[config.mk]
export PLATFORM = sky130hd
export DESIGN_NAME = keypad_matrix_scanner
export DESIGN_NICKNAME = d
export VERILOG_FILES = /design/src/rtl/keypad_matrix_scanner.sv
export SDC_FILE = /design/constraint.sdc
export NUM_CORES = 1
export LEC_CHECK = 0
export CORE_MARGIN = 1.5
export CORE_UTILIZATION = 40
export CTS_CLUSTER_DIAMETER = 80
export DETAILED_ROUTE_END_ITERATION = 8
export SYNTH_ARGS = -nofsm -noshare
export SYNTH_HDL_FRONTEND = slang
export SYNTH_SLANG_ARGS = --single-unit
[constraint.sdc]
create_clock -name clk -period 5 [get_ports clk]
set_input_delay 1.25 -clock clk [delete_from_list [all_inputs] [get_ports clk]]
set_output_delay 1.25 -clock clk [all_outputs]
set_load 0.03 [all_outputs]
[src/rtl/keypad_matrix_scanner.sv]
// rtl/keypad_matrix_scanner.sv - debounced single-key matrix keypad scanner with multi-key lockout
// Optional held-key auto-repeat is enabled by defining KEYPAD_AUTOREPEAT_EN.
module keypad_matrix_scanner #(
    parameter int ROWS         = 4,
    parameter int COLS         = 4,
    parameter int SETTLE_CYC   = 4,
    parameter int DEBOUNCE_CYC = 20,
`ifdef KEYPAD_AUTOREPEAT_EN
    parameter int REPEAT_DLY   = 5000,
    parameter int REPEAT_PER   = 1000,
`endif
    parameter int KW           = $clog2(ROWS*COLS)
) (
    input  logic            clk,
    input  logic            nrst,
    input  logic [ROWS-1:0] row_d,
    output logic [COLS-1:0] col_q,
    output logic            key_valid,
    output logic [KW-1:0]   key_code,
    output logic            key_held
);

    localparam int RW = (ROWS > 1) ? $clog2(ROWS) : 1;
    localparam int CW = $clog2(COLS);
`ifdef KEYPAD_AUTOREPEAT_EN
    localparam int RPT_MAX = (REPEAT_DLY > REPEAT_PER) ? REPEAT_DLY : REPEAT_PER;
`else
    localparam int RPT_MAX = 0;
`endif
    localparam int BASE_MAX = (SETTLE_CYC > DEBOUNCE_CYC) ? SETTLE_CYC : DEBOUNCE_CYC;
    localparam int CNT_MAX  = (BASE_MAX > RPT_MAX) ? BASE_MAX : RPT_MAX;
    localparam int CNTW     = $clog2(CNT_MAX + 1);

    localparam logic [CNTW-1:0] SETTLE_LAST = CNTW'(SETTLE_CYC - 1);
    localparam logic [CNTW-1:0] DEB_LAST    = CNTW'(DEBOUNCE_CYC - 1);
    localparam logic [CNTW-1:0] CNT_SAT     = {CNTW{1'b1}};
    localparam logic [CW-1:0]   COL_LAST    = CW'(COLS - 1);

    typedef enum logic [1:0] {SCAN, PRESS_DB, HELD, REL_DB} state_t;

    state_t          r_state, w_state_nxt;
    logic [ROWS-1:0] r_sync1, r_sync2;
    logic [CW-1:0]   r_col, w_col_nxt, r_col_d1, r_col_d2;
    logic [RW-1:0]   r_row, w_row_nxt;
    logic [CNTW-1:0] r_cnt, w_cnt_nxt;
    logic            r_valid, w_valid_nxt;
    logic [KW-1:0]   r_code, w_code_nxt;

    logic [ROWS-1:0] w_rs;
    logic            w_low_any;
    logic [RW-1:0]   w_low_idx;
    logic [CW-1:0]   w_col_inc;
    logic [CNTW-1:0] w_cnt_inc;
    logic            w_aligned;
    logic            w_key_up;
    logic [KW-1:0]   w_code;

`ifdef KEYPAD_AUTOREPEAT_EN
    localparam logic [CNTW-1:0] RPT_DLY_LAST = CNTW'(REPEAT_DLY - 1);
    localparam logic [CNTW-1:0] RPT_PER_LAST = CNTW'(REPEAT_PER - 1);
    logic [CNTW-1:0] r_rpt_cnt, w_rpt_cnt_nxt;
    logic            r_rpt_first, w_rpt_first_nxt;
    logic [CNTW-1:0] w_rpt_inc;
    assign w_rpt_inc = (r_rpt_cnt == CNT_SAT) ? r_rpt_cnt : r_rpt_cnt + 1'b1;
`endif

    assign w_rs      = r_sync2;
    assign w_low_any = ~&w_rs;
    assign w_col_inc = (r_col == COL_LAST) ? '0 : r_col + 1'b1;
    assign w_cnt_inc = (r_cnt == CNT_SAT) ? r_cnt : r_cnt + 1'b1;
    assign w_key_up  = w_rs[r_row];
    assign w_code    = KW'(r_row) * KW'(COLS) + KW'(r_col);
    // rs lags col_q by the synchronizer depth; r_col_d2 names the column rs reflects.
    assign w_aligned = (r_col_d2 == r_col);

    always_comb begin
        w_low_idx = '0;
        for (int i = ROWS - 1; i >= 0; i--) begin
            if (!w_rs[i]) w_low_idx = RW'(i);
        end
    end

    always_ff @(posedge clk or negedge nrst) begin
        if (!nrst) begin
            r_sync1  <= '1;
            r_sync2  <= '1;
            r_col_d1 <= '0;
            r_col_d2 <= '0;
            r_state  <= SCAN;
            r_col    <= '0;
            r_row    <= '0;
            r_cnt    <= '0;
            r_valid  <= 1'b0;
            r_code   <= '0;
        end else begin
            r_sync1  <= row_d;
            r_sync2  <= r_sync1;
            r_col_d1 <= r_col;
            r_col_d2 <= r_col_d1;
            r_state  <= w_state_nxt;
            r_col    <= w_col_nxt;
            r_row    <= w_row_nxt;
            r_cnt    <= w_cnt_nxt;
            r_valid  <= w_valid_nxt;
            r_code   <= w_code_nxt;
        end
    end

`ifdef KEYPAD_AUTOREPEAT_EN
    always_ff @(posedge clk or negedge nrst) begin
        if (!nrst) begin
            r_rpt_cnt   <= '0;
            r_rpt_first <= 1'b1;
        end else begin
            r_rpt_cnt   <= w_rpt_cnt_nxt;
            r_rpt_first <= w_rpt_first_nxt;
        end
    end
`endif

    always_comb begin
        w_state_nxt = r_state;
        w_col_nxt   = r_col;
        w_row_nxt   = r_row;
        w_cnt_nxt   = r_cnt;
        w_valid_nxt = 1'b0;
        w_code_nxt  = r_code;
`ifdef KEYPAD_AUTOREPEAT_EN
        w_rpt_cnt_nxt   = r_rpt_cnt;
        w_rpt_first_nxt = r_rpt_first;
`endif
        case (r_state)
            SCAN: begin
                if (r_cnt >= SETTLE_LAST) begin
                    w_cnt_nxt = '0;
                    if (w_low_any) begin
                        w_row_nxt   = w_low_idx;
                        w_col_nxt   = r_col_d2;
                        w_state_nxt = PRESS_DB;
                    end else begin
                        w_col_nxt = w_col_inc;
                    end
                end else begin
                    w_cnt_nxt = w_cnt_inc;
                end
            end
            PRESS_DB: begin
                if (w_aligned) begin
                    if (w_key_up) begin
                        w_col_nxt   = w_col_inc;
                        w_cnt_nxt   = '0;
                        w_state_nxt = SCAN;
                    end else if (r_cnt >= DEB_LAST) begin
                        w_valid_nxt = 1'b1;
                        w_code_nxt  = w_code;
                        w_cnt_nxt   = '0;
                        w_state_nxt = HELD;
`ifdef KEYPAD_AUTOREPEAT_EN
                        w_rpt_cnt_nxt   = '0;
                        w_rpt_first_nxt = 1'b1;
`endif
                    end else begin
                        w_cnt_nxt = w_cnt_inc;
                    end
                end
            end
            HELD: begin
                if (w_aligned && w_key_up) begin
                    w_cnt_nxt   = '0;
                    w_state_nxt = REL_DB;
                end
`ifdef KEYPAD_AUTOREPEAT_EN
                else if (r_rpt_cnt >= (r_rpt_first ? RPT_DLY_LAST : RPT_PER_LAST)) begin
                    w_rpt_cnt_nxt   = '0;
                    w_rpt_first_nxt = 1'b0;
                    w_valid_nxt     = ~r_valid;
                end else begin
                    w_rpt_cnt_nxt = w_rpt_inc;
                end
`endif
            end
            REL_DB: begin
                if (w_aligned) begin
                    if (!w_key_up) begin
                        w_cnt_nxt   = '0;
                        w_state_nxt = HELD;
`ifdef KEYPAD_AUTOREPEAT_EN
                        w_rpt_cnt_nxt = '0;
`endif
                    end else if (r_cnt >= DEB_LAST) begin
                        w_col_nxt   = w_col_inc;
                        w_cnt_nxt   = '0;
                        w_state_nxt = SCAN;
                    end else begin
                        w_cnt_nxt = w_cnt_inc;
                    end
                end
            end
            default: w_state_nxt = SCAN;
        endcase
    end

    assign col_q     = ~(COLS'(1) << r_col);
    assign key_valid = r_valid;
    assign key_code  = r_code;
    assign key_held  = (r_state == HELD) || (r_state == REL_DB);

endmodule

==> flow_summary.json, run 1 <==
{
  "fp-row-count": 20,
  "routabilityCongestion": 0.811,
  "cts_resized": 0,
  "post_drt_wl_per_cell_um": 13.5,
  "crit_path_end_kind": "primary output",
  "dpl.hpwl_um": 1750,
  "io_pins": 16,
  "powerDensity_mw_per_mm2": 558,
  "yosysTopAreaCell": "dfrtp_1",
  "worst_ep_arrival_time_ps": 1880,
  "ant_nets": 0,
  "via_count": 927,
  "yosys.cell_types.count": 34,
  "fmax_mhz": 319,
  "yosysWarnings": 0,
  "crit_path_cell_trace": "inv_1 > ha_1 > inv_1 > clkdlybuf4s50_1",
  "dieArea_mm2": 0.00370,
  "synth_ff_type": "dfrtp_1",
  "synthCells": 115,
  "track_usage_pct": 14.5,
  "met1_length_um": 1110,
  "worst-r2r-setup-slack_ps": 2870,
  "num_antenna_cells": 0,
  "clock_latency_ps": 330,
  "status": "finished clean",
  "wl_met2_um": 1110,
  "post-route-period-util_pct": 62.7,
  "die_w_um": 60.8,
  "cts_root_buffer": "clkbuf_4",
  "slowest_stage": "clkdlybuf4s50_1",
  "drt_iter0_drc": 36,
  "syn_nets": 126,
  "crit_type": "reg -> out",
  "grt_max_degree": 29,
  "netlist_top_cells_area": "dfrtp_1 (37%), dfstp_2 (16%), ha_1 (4.7%), mux2i_1 (3.7%), mux2_2 (3.4%)",
  "wl_met3_um": 103,
  "wirelength_um": 2340,
  "avgSynthCellArea_um2": 11.6,
  "place_inst": 170,
  "die_y_um": 60.8,
  "grt_pass1_wl_um": 3950,
  "worstHoldPathType": "reg -> reg",
  "hold_viol": 0,
  "critPathRequiredTime_ps": 3750,
  "layout_min_cycle_time_ps": 3130,
  "antenna_found_initial": 0,
  "ctsHoldBuffers": 0,
  "ys_ff_latch": 28,
  "crit_top_cell": "inv_1",
  "finalNonFillerCells": 174,
  "drv_cap": 0,
  "synth_top_area_share_pct": 37.4,
  "htreeDepth": 1,
  "finalSetupViolCount": 0,
  "cts.clk_slew.worst_paths_ps": 160,
  "drive_gt1_share_pct": 17.7,
  "vdd_drop_max_mv": 0.246,
  "synth_area_mm2": 0.00134,
  "cts_tree": "done",
  "dr.max_layer_used": "met4",
  "cpPeakStageDelay_ps": 660,
  "core-area_mm2": 0.00310,
  "maxSlewHeadroom_pct": 66.1,
  "numCtsBuffers": 3,
  "via_per_inst": 5.33,
  "finClkSkew_ps": 24.6,
  "port_buffers": 15,
  "grt_overflow": 0,
  "p_leak_uw": 0.000690,
  "syn_to_final_growth_pct": 18.4,
  "start_util_pct": 43.1,
  "post-cts-setup-buffers": 0,
  "drc_errors": 0,
  "grt_pass1_vias": 849,
  "tns_ps": 0,
  "async_reset_ff_share_pct": 100,
  "clock-sinks": 28,
  "cts_max_path_buffers": 2,
  "fin_nets": 142,
  "cp_max_fo": 7,
  "synth_edf_count": 0,
  "tightest_slew_ps": 495,
  "rsz0062_at_grt": "no",
  "first_pass_iters": 4,
  "cp-start-kind": "flip-flop",
  "ys_seq_area_share_pct": 53.1,
  "finalMaxSlewViolations": 0
}
-- layout make-up --
type,instances,area [µm²]
Timing Repair Buffer,16,158
Tap cell,44,55.1
Multi-Input combinational cell,72,571
Clock inverter,1,30.0
Fill cell,292,1520
Inverter,10,37.5
Sequential cell,28,711
Clock buffer,3,22.5
-- synth_stat cells, types with 2 or more instances --
cell       instances
a2bb2oi_1          4
a31oi_1            2
mux2_2             4
mux2i_1            5
inv_1             10
o21ai_0            4
nand3_1            7
xnor2_1            2
a21oi_1            4
clkbuf_1           5
nand2_1            4
o31ai_1            2
and2_1             2
nand4_1            2
nor2_1             6
dfstp_2            8
ha_1               5
nor3_1             2
dfrtp_1           20
and3_1             2
a21boi_0           2
-- path summary, 6_finish.rpt --
| kind | startpoint | endpoint | cells past startpoint |
|---|---|---|---|
| max in group asynchronous | nrst | r_sync2[1]$_DFF_PN1_ | 2 |
| setup / recovery | r_col[0]$_DFFE_PN0P_ | col_q[2] | 4 |
| setup reg to reg | r_cnt[0]$_DFFE_PN0P_ | key_code[3]$_DFFE_PN0P_ | 5 |
| hold / removal | r_col_d1[1]$_DFF_PN0_ | r_col_d2[1]$_DFF_PN0_ | 0 |
| hold reg to reg | r_col_d1[1]$_DFF_PN0_ | r_col_d2[1]$_DFF_PN0_ | 0 |
| min in group asynchronous | nrst | r_col_d2[0]$_DFF_PN0_ | 2 |
-- cell usage in the layout (no fill, tap or decap), types with 2 or more instances in the layout --
master	instances
xnor2_1	2
nand2_1	4
nor2_1	6
o21ai_0	4
a21oi_1	4
ha_1	5
nand4_1	2
a31oi_1	2
a21boi_0	2
mux2i_1	5
and2_1	2
nor3_1	2
dfrtp_1	20
clkdlybuf4s50_1	15
and3_1	2
inv_1	10
nand3_1	7
clkbuf_4	3
dfstp_2	8
a2bb2oi_1	4
mux2_2	4
o31ai_1	2
-- logic make-up after synthesis --
kind of cell / Yosys count / synth area share [%]
flip-flops: 28 / 53.1
adder cells (fa/ha/maj): 5 / 4.68
multiplexers: 10 / 8.79
buffers and inverters: 15 / 4.21
AND/OR/NAND/NOR: 28 / 11.7
XOR/XNOR: 3 / 2.53
AO/OA/AOI/OAI: 26 / 15.0
-- routing by layer --
metal | global-route usage, % | vias up
li1 | - | 441
met1 | 18.8 | 464
met2 | 24.3 | 20
met3 | 4.48 | 2
met4 | 2.80 | 0
met5 | 0 | -
-- stage by stage --
stage	total power, µW	utilization, %	area, µm²	setup WS (ps)	hold slack [ps]
3_5_place_dp	744	49.4	1530	2250	344
4_1_cts	894	51.0	1580	1850	364
5_1_grt	950	51.0	1580	1750	370
3_3_place_gp	729	49.4	1530	2320	333
6_report	884	51.0	1580	1870	345
2_1_floorplan	632	-	1340	2760	331
-- flip-flops by register name, indices dropped and copies added, names as in the netlist, 2 cells and up, named ones only --
signal / count
key_code: 4
r_cnt: 5
r_col: 2
r_col_d1: 2
r_col_d2: 2
r_row: 2
r_sync1: 4
r_sync2: 4
-- power breakdown --
group	total [µW]	leakage, µW	internal [µW]	switching (µW)
combinational	395	0.000318	167	228
clock	147	0.0000279	81.0	65.7
sequential	342	0.000344	279	63.6
-- critical path: cells and delay by family, from the launching register on --
| kind | cells | cell delay (ps) |
|---|---|---|
| fa+ha+maj | 1 | 220 |
| buf+inv | 3 | 830 |
| flops | 1 | 510 |
No activity file was read; power rests on OpenSTA's default activity.
==> run 2: changes to the inputs <==
Clock period 5 ns to 2.54 ns, I/O delays scaled along.
==> flow_summary.json, run 2 (synthesis results as in run 1) <==
{
  "fin_nets": 142,
  "timing.final.ws_setup_ps": 105,
  "final_util_pct": 51.1,
  "dpl.hpwl_um": 1750,
  "hold_viol": 0,
  "layout_min_cycle_time_ps": 2440,
  "finalMaxSlewViolations": 0,
  "die_w_um": 60.8,
  "finalSetupViolCount": 0,
  "tns_ps": 0,
  "worst_ep_arrival_time_ps": 1800,
  "powerDensity_mw_per_mm2": 1100,
  "critPathTopFamily": "buffers and inverters",
  "first_pass_iters": 4,
  "layout_commonest_cell": "dfrtp_1",
  "status": "finished clean",
  "via_per_inst": 5.13,
  "num_antenna_cells": 0,
  "crit_type": "reg -> out",
  "regMostFlops": "r_cnt",
  "grt_pass1_vias": 895,
  "ctsHoldBuffers": 0,
  "maxSlewHeadroom_pct": 63.5,
  "wirelength_um": 2400,
  "p_leak_uw": 0.000687,
  "cts_max_path_buffers": 2,
  "worstHoldPathType": "reg -> reg",
  "critPathRequiredTime_ps": 1900,
  "cp_max_fo": 7,
  "grt_overflow": 0,
  "die_y_um": 60.8,
  "io_pins": 16,
  "core-area_mm2": 0.00310,
  "htreeDepth": 1,
  "routabilityCongestion": 0.841,
  "numCtsBuffers": 3,
  "dpl_cell_area_mm2": 0.00153,
  "clock-sinks": 28,
  "crit_path_end_kind": "primary output",
  "cpPeakStageDelay_ps": 650,
  "crit_top_cell": "inv_1",
  "slowest_stage": "clkdlybuf4s50_1",
  "grt_pass1_wl_um": 4130,
  "cts.clk_slew.worst_paths_ps": 160,
  "cp-start-kind": "flip-flop",
  "grt_max_degree": 29,
  "track_usage_pct": 15.3,
  "cts_root_buffer": "clkbuf_4",
  "post-cts-setup-buffers": 0,
  "drt_iter0_drc": 27,
  "port_buffers": 15,
  "dieArea_mm2": 0.00370,
  "finClkSkew_ps": 18.8,
  "power_uw": 1740,
  "layout_common_cells": "dfrtp_1 (18), clkdlybuf4s50_1 (15), inv_1 (10)",
  "cts_tree": "done",
  "fillers": 290,
  "ant_nets": 0,
  "fmax_mhz": 411,
  "drive_gt1_share_pct": 19.2,
  "post-route-period-util_pct": 95.9,
  "drc_errors": 0,
  "via_count": 892,
  "drv_cap": 0,
  "crit_path_cell_trace": "inv_1 > ha_1 > inv_1 > clkdlybuf4s50_1",
  "syn_to_final_growth_pct": 18.6,
  "start_util_pct": 43.1,
  "vdd_drop_max_mv": 0.430,
  "largest_reg_flops": 5,
  "tightest_slew_ps": 534,
  "place_ws_ps": 424,
  "post_drt_wl_per_cell_um": 13.8,
  "antenna_found_initial": 0,
  "fin_area_mm2": 0.00159,
  "cp_num_buf_inv": 3,
  "fp-row-count": 20,
  "rsz0062_at_grt": "no",
  "clock_latency_ps": 340
}
-- run 2: metal layers --
metal	share of wire (%)	vias up	global-route usage, %
met5	0	-	0
met2	49	17	25.5
met1	47	431	20.0
li1	-	442	-
met3	3.9	2	4.48
met4	0.75	0	2.80
-- run 2: worst reg2reg max path: cells and delay by family, from the launching register on --
family / cells / cell delay [ps]
AND/OR/NAND/NOR: 2 / 700
AO/OA/AOI/OAI: 1 / 200
flip-flops: 1 / 470
adder cells (fa/ha/maj): 1 / 270
multiplexers: 1 / 390
-- run 2: power by group --
part	internal, µW	switching (µW)	leakage, µW	total [µW]
Sequential	552	124	0.000342	676
Clock	160	132	0.0000279	292
Combinational	328	443	0.000318	771
-- run 2: final timing paths --
path | startpoint | endpoint | slack [ps] | cells past startpoint
setup / recovery | r_col[0]$_DFFE_PN0P_ | col_q[2] | 100 | 4
hold / removal | r_sync1[3]$_DFF_PN1_ | r_sync2[3]$_DFF_PN1_ | 370 | 0
setup reg to reg | r_cnt[0]$_DFFE_PN0P_ | key_code[3]$_DFFE_PN0P_ | 410 | 5
hold reg to reg | r_sync1[3]$_DFF_PN1_ | r_sync2[3]$_DFF_PN1_ | 370 | 0
max in group asynchronous | nrst | r_sync1[3]$_DFF_PN1_ | 1570 | 2
min in group asynchronous | nrst | async pin | 640 | 2
-- run 2: timing repair --
action | 4_1_cts | 5_1_grt
endpoints found under the hold margin | 0 | 0
setup endpoints to repair | 0 | 3
gates resized for setup | 0 | 2
-- run 2: stage by stage --
step | hold slack [ps] | cells
2_1_floorplan | 331 | 115
3_3_place_gp | 333 | 170
3_5_place_dp | 337 | 170
4_1_cts | 368 | 174
5_1_grt | 374 | 174
6_report | 366 | 174
-- run 2: final cells by class --
class                           count  area (µm²)  share of cell area [%]
Clock buffer                        3        22.5                    1.42
Clock inverter                      1        30.0                    1.89
Sequential cell                    28         713                    45.0
Multi-Input combinational cell     72         571                    36.0
Timing Repair Buffer               16         158                    9.94
Inverter                           10        37.5                    2.37
Tap cell                           44        55.1                    3.47
